==> src/rtl/cond_flags_unit_pkg.sv <==
// Shared definitions for the NZCV flag register and ARM-style condition evaluation.
package cond_flags_unit_pkg;

  localparam int FLAGS_W = 4;

  // Bit positions inside the {n,z,c,v} vector.
  localparam int FLAG_N = 3;
  localparam int FLAG_Z = 2;
  localparam int FLAG_C = 1;
  localparam int FLAG_V = 0;

  localparam logic [3:0] COND_EQ = 4'b0000;
  localparam logic [3:0] COND_NE = 4'b0001;
  localparam logic [3:0] COND_CS = 4'b0010;
  localparam logic [3:0] COND_CC = 4'b0011;
  localparam logic [3:0] COND_MI = 4'b0100;
  localparam logic [3:0] COND_PL = 4'b0101;
  localparam logic [3:0] COND_VS = 4'b0110;
  localparam logic [3:0] COND_VC = 4'b0111;
  localparam logic [3:0] COND_HI = 4'b1000;
  localparam logic [3:0] COND_LS = 4'b1001;
  localparam logic [3:0] COND_GE = 4'b1010;
  localparam logic [3:0] COND_LT = 4'b1011;
  localparam logic [3:0] COND_GT = 4'b1100;
  localparam logic [3:0] COND_LE = 4'b1101;
  localparam logic [3:0] COND_AL = 4'b1110;
  localparam logic [3:0] COND_NV = 4'b1111;

  // Result stage occupancy; the encoding doubles as r_valid.
  typedef enum logic {
    ST_EMPTY = 1'b0,
    ST_FULL  = 1'b1
  } res_state_e;

endpackage

==> src/rtl/cond_flags_unit_eval.sv <==
// Combinational condition-code evaluator; reusable wherever a cond field meets NZCV.
module cond_eval
  import cond_flags_unit_pkg::*;
(
  input  logic [3:0]         cond_i,
  input  logic [FLAGS_W-1:0] flags_i,
  output logic               taken_o
);

  logic n, z, c, v;

  assign n = flags_i[FLAG_N];
  assign z = flags_i[FLAG_Z];
  assign c = flags_i[FLAG_C];
  assign v = flags_i[FLAG_V];

  always_comb begin
    // NOTE: every always_comb output gets a default first so no path can infer a latch.
    taken_o = 1'b0;
    case (cond_i)
      COND_EQ: taken_o = z;
      COND_NE: taken_o = ~z;
      COND_CS: taken_o = c;
      COND_CC: taken_o = ~c;
      COND_MI: taken_o = n;
      COND_PL: taken_o = ~n;
      COND_VS: taken_o = v;
      COND_VC: taken_o = ~v;
      COND_HI: taken_o = c & ~z;
      COND_LS: taken_o = ~c | z;
      COND_GE: taken_o = (n == v);
      COND_LT: taken_o = (n != v);
      COND_GT: taken_o = ~z & (n == v);
      COND_LE: taken_o = z | (n != v);
      COND_AL: taken_o = 1'b1;
      COND_NV: taken_o = 1'b1;
      default: taken_o = 1'b0;
    endcase
  end

endmodule

==> src/rtl/cond_flags_unit.sv <==
// NZCV status register with masked updates and a single-entry registered condition-query stage.
module cond_flags_unit
  import cond_flags_unit_pkg::*;
#(
  parameter bit                 BYPASS    = 1'b1,
  parameter logic [FLAGS_W-1:0] FLAGS_RST = '0
) (
  input  logic               clk,
  input  logic               rst_n,
  input  logic               upd_valid,
  input  logic [FLAGS_W-1:0] upd_mask,
  input  logic               n_in,
  input  logic               z_in,
  input  logic               c_in,
  input  logic               v_in,
  input  logic               q_valid,
  output logic               q_ready,
  input  logic [3:0]         q_cond,
  output logic               r_valid,
  input  logic               r_ready,
  output logic               r_taken,
  output logic [3:0]         r_cond,
  output logic [FLAGS_W-1:0] flags
);

  logic [FLAGS_W-1:0] flags_q, flags_d;
  logic [FLAGS_W-1:0] upd_bits, merged, eff_flags;
  res_state_e         state_q, state_d;
  logic               r_taken_q, r_taken_d;
  logic [3:0]         r_cond_q, r_cond_d;
  logic               accept, eval_taken;

  assign upd_bits = {n_in, z_in, c_in, v_in};
  assign merged   = (flags_q & ~upd_mask) | (upd_bits & upd_mask);
  assign flags_d  = upd_valid ? merged : flags_q;

  // With bypass, a query sees the flags that this cycle's update is about to write.
  assign eff_flags = (BYPASS && upd_valid) ? merged : flags_q;

  cond_eval u_eval (
    .cond_i  (q_cond),
    .flags_i (eff_flags),
    .taken_o (eval_taken)
  );

  assign q_ready = (state_q == ST_EMPTY) | r_ready;
  assign accept  = q_valid & q_ready;

  always_comb begin
    state_d   = state_q;
    r_taken_d = r_taken_q;
    r_cond_d  = r_cond_q;
    if (accept) begin
      state_d   = ST_FULL;
      r_taken_d = eval_taken;
      r_cond_d  = q_cond;
    end else if (r_ready) begin
      state_d = ST_EMPTY;
    end
  end

  always_ff @(posedge clk or negedge rst_n) begin
    if (!rst_n) begin
      flags_q   <= FLAGS_RST;
      state_q   <= ST_EMPTY;
      r_taken_q <= 1'b0;
      r_cond_q  <= '0;
    end else begin
      // NOTE: non-blocking assignments keep every register sampling pre-edge values.
      flags_q   <= flags_d;
      state_q   <= state_d;
      r_taken_q <= r_taken_d;
      r_cond_q  <= r_cond_d;
    end
  end

  assign r_valid = (state_q == ST_FULL);
  assign r_taken = r_taken_q;
  assign r_cond  = r_cond_q;
  assign flags   = flags_q;

endmodule

==> config.mk <==
export PLATFORM = sky130hd
export DESIGN_NAME = cond_flags_unit
export DESIGN_NICKNAME = d
export VERILOG_FILES = /design/src/rtl/cond_flags_unit_pkg.sv /design/src/rtl/cond_flags_unit_eval.sv /design/src/rtl/cond_flags_unit.sv
export SDC_FILE = /design/constraint.sdc
export NUM_CORES = 1
export LEC_CHECK = 0
export CAP_MARGIN = 20
export CORE_UTILIZATION = 32
export CTS_CLUSTER_SIZE = 16
export DETAILED_ROUTE_END_ITERATION = 6
export PLACE_DENSITY = 0.65
export SLEW_MARGIN = 20
export SYNTH_ARGS = -nofsm -noshare
export SYNTH_HDL_FRONTEND = slang
export SYNTH_SLANG_ARGS = --single-unit
==> constraint.sdc <==
create_clock -name clk -period 1.45 [get_ports clk]
set_clock_uncertainty 0.15 [all_clocks]
set_input_delay 0.3625 -clock clk [delete_from_list [all_inputs] [get_ports clk]]
set_output_delay 0.3625 -clock clk [all_outputs]
set_load 0.005 [all_outputs]
==> flow_summary.toml <==
[outcome]
status = "complete, but fails checks"
violations = "negative setup slack"

[setup_path]
critPathLaunchType = "input pin"
path_max_fanout = 3
end_kind = "flop"
slowest_stage = "clkdlybuf4s50_1"
crit_arrival_ns = 1.75
cpMostUsedCell = "o311ai_2"
crit_required_ns = 1.51
worstSetupPathType = "in2reg"
cp_slowest_stage_delay_ns = 0.42
path_cells = "clkdlybuf4s50_1, a21bo_1, and2_4, o311ai_2, o311ai_2, o211ai_2"

[synth]
synthDistinctLibCells = 33
ys_warn_count = 0
postSynthAreaPerCell_um2 = 9.47
syn_nets = 87
synth_ff_type = "dfrtp_1"
ys_seq_elements = 10
synth_seq_area_share_pct = 37.7
async_reset_ff_share_pct = 100
syn_inst = 70
synth_area_um2 = 663
synth_edf_count = 0

[grt]
grt_use_met1_pct = 23.1
grt_max_degree = 11
grt_use_met3_pct = 4.15
gr-usage-all-layers_pct = 20.6
grt.overflow.total = 0
antenna_found_initial = 0
grt.busiest_layer = "met2"
grt.met2_usage_pct = 34.8
grt_pass1_wl_mm = 3.06
grt_pass1_vias = 734

[floorplanning]
row_count = 16
die_w_um = 47.5
start_util_pct = 33.8
design.core.area_um2 = 1960
io_pins = 28
die_area_um2 = 2260
die_h_um = 47.5

[placement]
hpwl_mm = 1.42
place_congestion = 0.760
port_buffers = 27

[job]
cap_violations = 0

[power_and_ir_drop]
peakVddDrop_mv = 0.647
power_density_nw_per_um2 = 783
clkPwrFrac_pct = 27.0
seq_power_share_pct = 33.8
p_int_mw = 0.708
power_frac_comb_pct = 39.2
p_switching_mw = 0.298
sw_frac_of_total_pct = 29.6
p_leak_nw = 0.591

[detailed_routing]
wire_per_inst_um = 13.9
final_antenna_net_count = 0
routed_wl_mm = 2.10
dr.pass1.iters = 4
drtIter0Drc = 18
via_count = 775
drc_errors = 0
via_per_inst = 5.13

[sta]
clock.fmax_mhz = 590
fin_crit_ns = 1.69
setup_violations = 3
drv_slew = 0
finalCritPeriodShare_pct = 117
slew_headroom_pct = 79.0
rsz0062_at_grt = "true"
tightest_slew_ns = 0.315
finalHoldViolCount = 0
setup_tns_ns = -0.288
worst_slack_ns = -0.244

[finish]
fin_util_pct = 65.4
final_common_cell = "buf_4"
multi_input_area_um2 = 493
antenna_cells = 0
n_fill_cell = 188
final_cell_mix = "buf_4, dfrtp_1, dlygate4sd2_1, clkdlybuf4s15_1"
drive_above_1_share_pct = 47.6
nets = 142
seq_area_um2 = 250
syn2layout_area_growth_pct = 93.6

[clock_tree]
clock_sinks = 10
cts_buffers = 3
cts-root-buf = "clkbuf_4"
insertion_delay_ns = 0.28
cts_tree = "yes"
htree_levels = 1
cts_buffer_depth = 2
clk_pin_slew_worst_paths_ns = 0.08

[worst_hold_path]
holdCritPathClass = "in2async"
[kinds of logic (layout without fill, tap and decap cells)]
family,Yosys count,count (layout),synth area share [%]
buf+inv,5,59,3.96
flops,10,10,37.7
compound gates,21,21,25.7
mux,3,3,5.09
simple gates,31,31,27.6
[sequential cells by signal, indices dropped and copies added, names as in the netlist]
name	flops
flags	4
r_cond	4
r_taken	1
r_valid	1
[power by group through the flow]
| stage | registers [mW] | logic (mW) | clock network [mW] |
|---|---|---|---|
| 2_1_floorplan | 0.345 | 0.140 | 0 |
| 3_3_place_gp | 0.342 | 0.346 | 0 |
| 3_5_place_dp | 0.343 | 0.350 | 0 |
| 4_1_cts | 0.338 | 0.372 | 0.269 |
| 5_1_grt | 0.345 | 0.424 | 0.287 |
| 6_report | 0.340 | 0.394 | 0.272 |
[critical path, delay by kind of cell]
kind | cells | cell delay (ns)
AOI/OAI and AO/OA | 4 | 0.79
buffers and inverters | 1 | 0.42
and+or+nand+nor | 1 | 0.17
[per-layer routing]
metal / up-vias / part of all wire [%]
met5: - / 0
met4: 0 / 2.9
met3: 6 / 5.8
met2: 32 / 48
met1: 357 / 43
li1: 380 / -
[stage by stage]
| stage | std cells | power, mW | area (um^2) | setup slack, ns | hold WS, ns |
|---|---|---|---|---|---|
| global route | 151 | 1.06 | 1280 | -0.290 | 0.232 |
| global placement | 139 | 0.687 | 1100 | -0.815 | 0.314 |
| CTS | 150 | 0.979 | 1240 | -0.267 | 0.229 |
| detailed placement | 139 | 0.693 | 1100 | -0.840 | 0.341 |
| floorplan | 70 | 0.484 | 692 | -0.193 | -0.0831 |
| finish | 151 | 1.01 | 1280 | -0.244 | 0.214 |
[layout make-up]
type                            instances  area share (%)
Inverter                                3           0.877
Multi-Input combinational cell         55            38.4
Tap cell                               27            2.63
Timing Repair Buffer                   52            35.8
Sequential cell                        10            19.5
Clock buffer                            4            2.83
[Yosys cell counts, types with 2 or more instances]
library cell / count / area [um^2]
dfrtp_1: 10 / 250
nand2_1: 8 / 30.0
nand3_1: 5 / 25.0
a21boi_1: 4 / 30.0
and3_1: 3 / 18.8
inv_1: 3 / 11.3
mux2_2: 3 / 33.8
nand2b_1: 3 / 18.8
o211ai_1: 3 / 22.5
o21ai_0: 3 / 15.0
a21bo_2: 2 / 20.0
nand4b_1: 2 / 17.5
[worst paths after layout]
check,start,to,slack (ns),cells past startpoint
max,upd_mask[1],r_taken,-0.24,6
min,rst_n,flags[0],0.21,2
max reg2reg,flags[0],r_taken,-0.23,6
min reg2reg,r_cond[2],r_cond[2],0.36,1
max in group asynchronous,rst_n,r_valid,0.79,2
min in group clk,q_cond[3],r_cond[3],0.32,2
[timing repair]
action	in CTS	in global routing
hold buffers	0	0
setup buffers	6	1
pin swaps	12	2
resized for setup	53	13
setup endpoints to repair	15	10
cloned	1	0
hold endpoints to repair	0	0
Power figures use the tool's default switching activity.
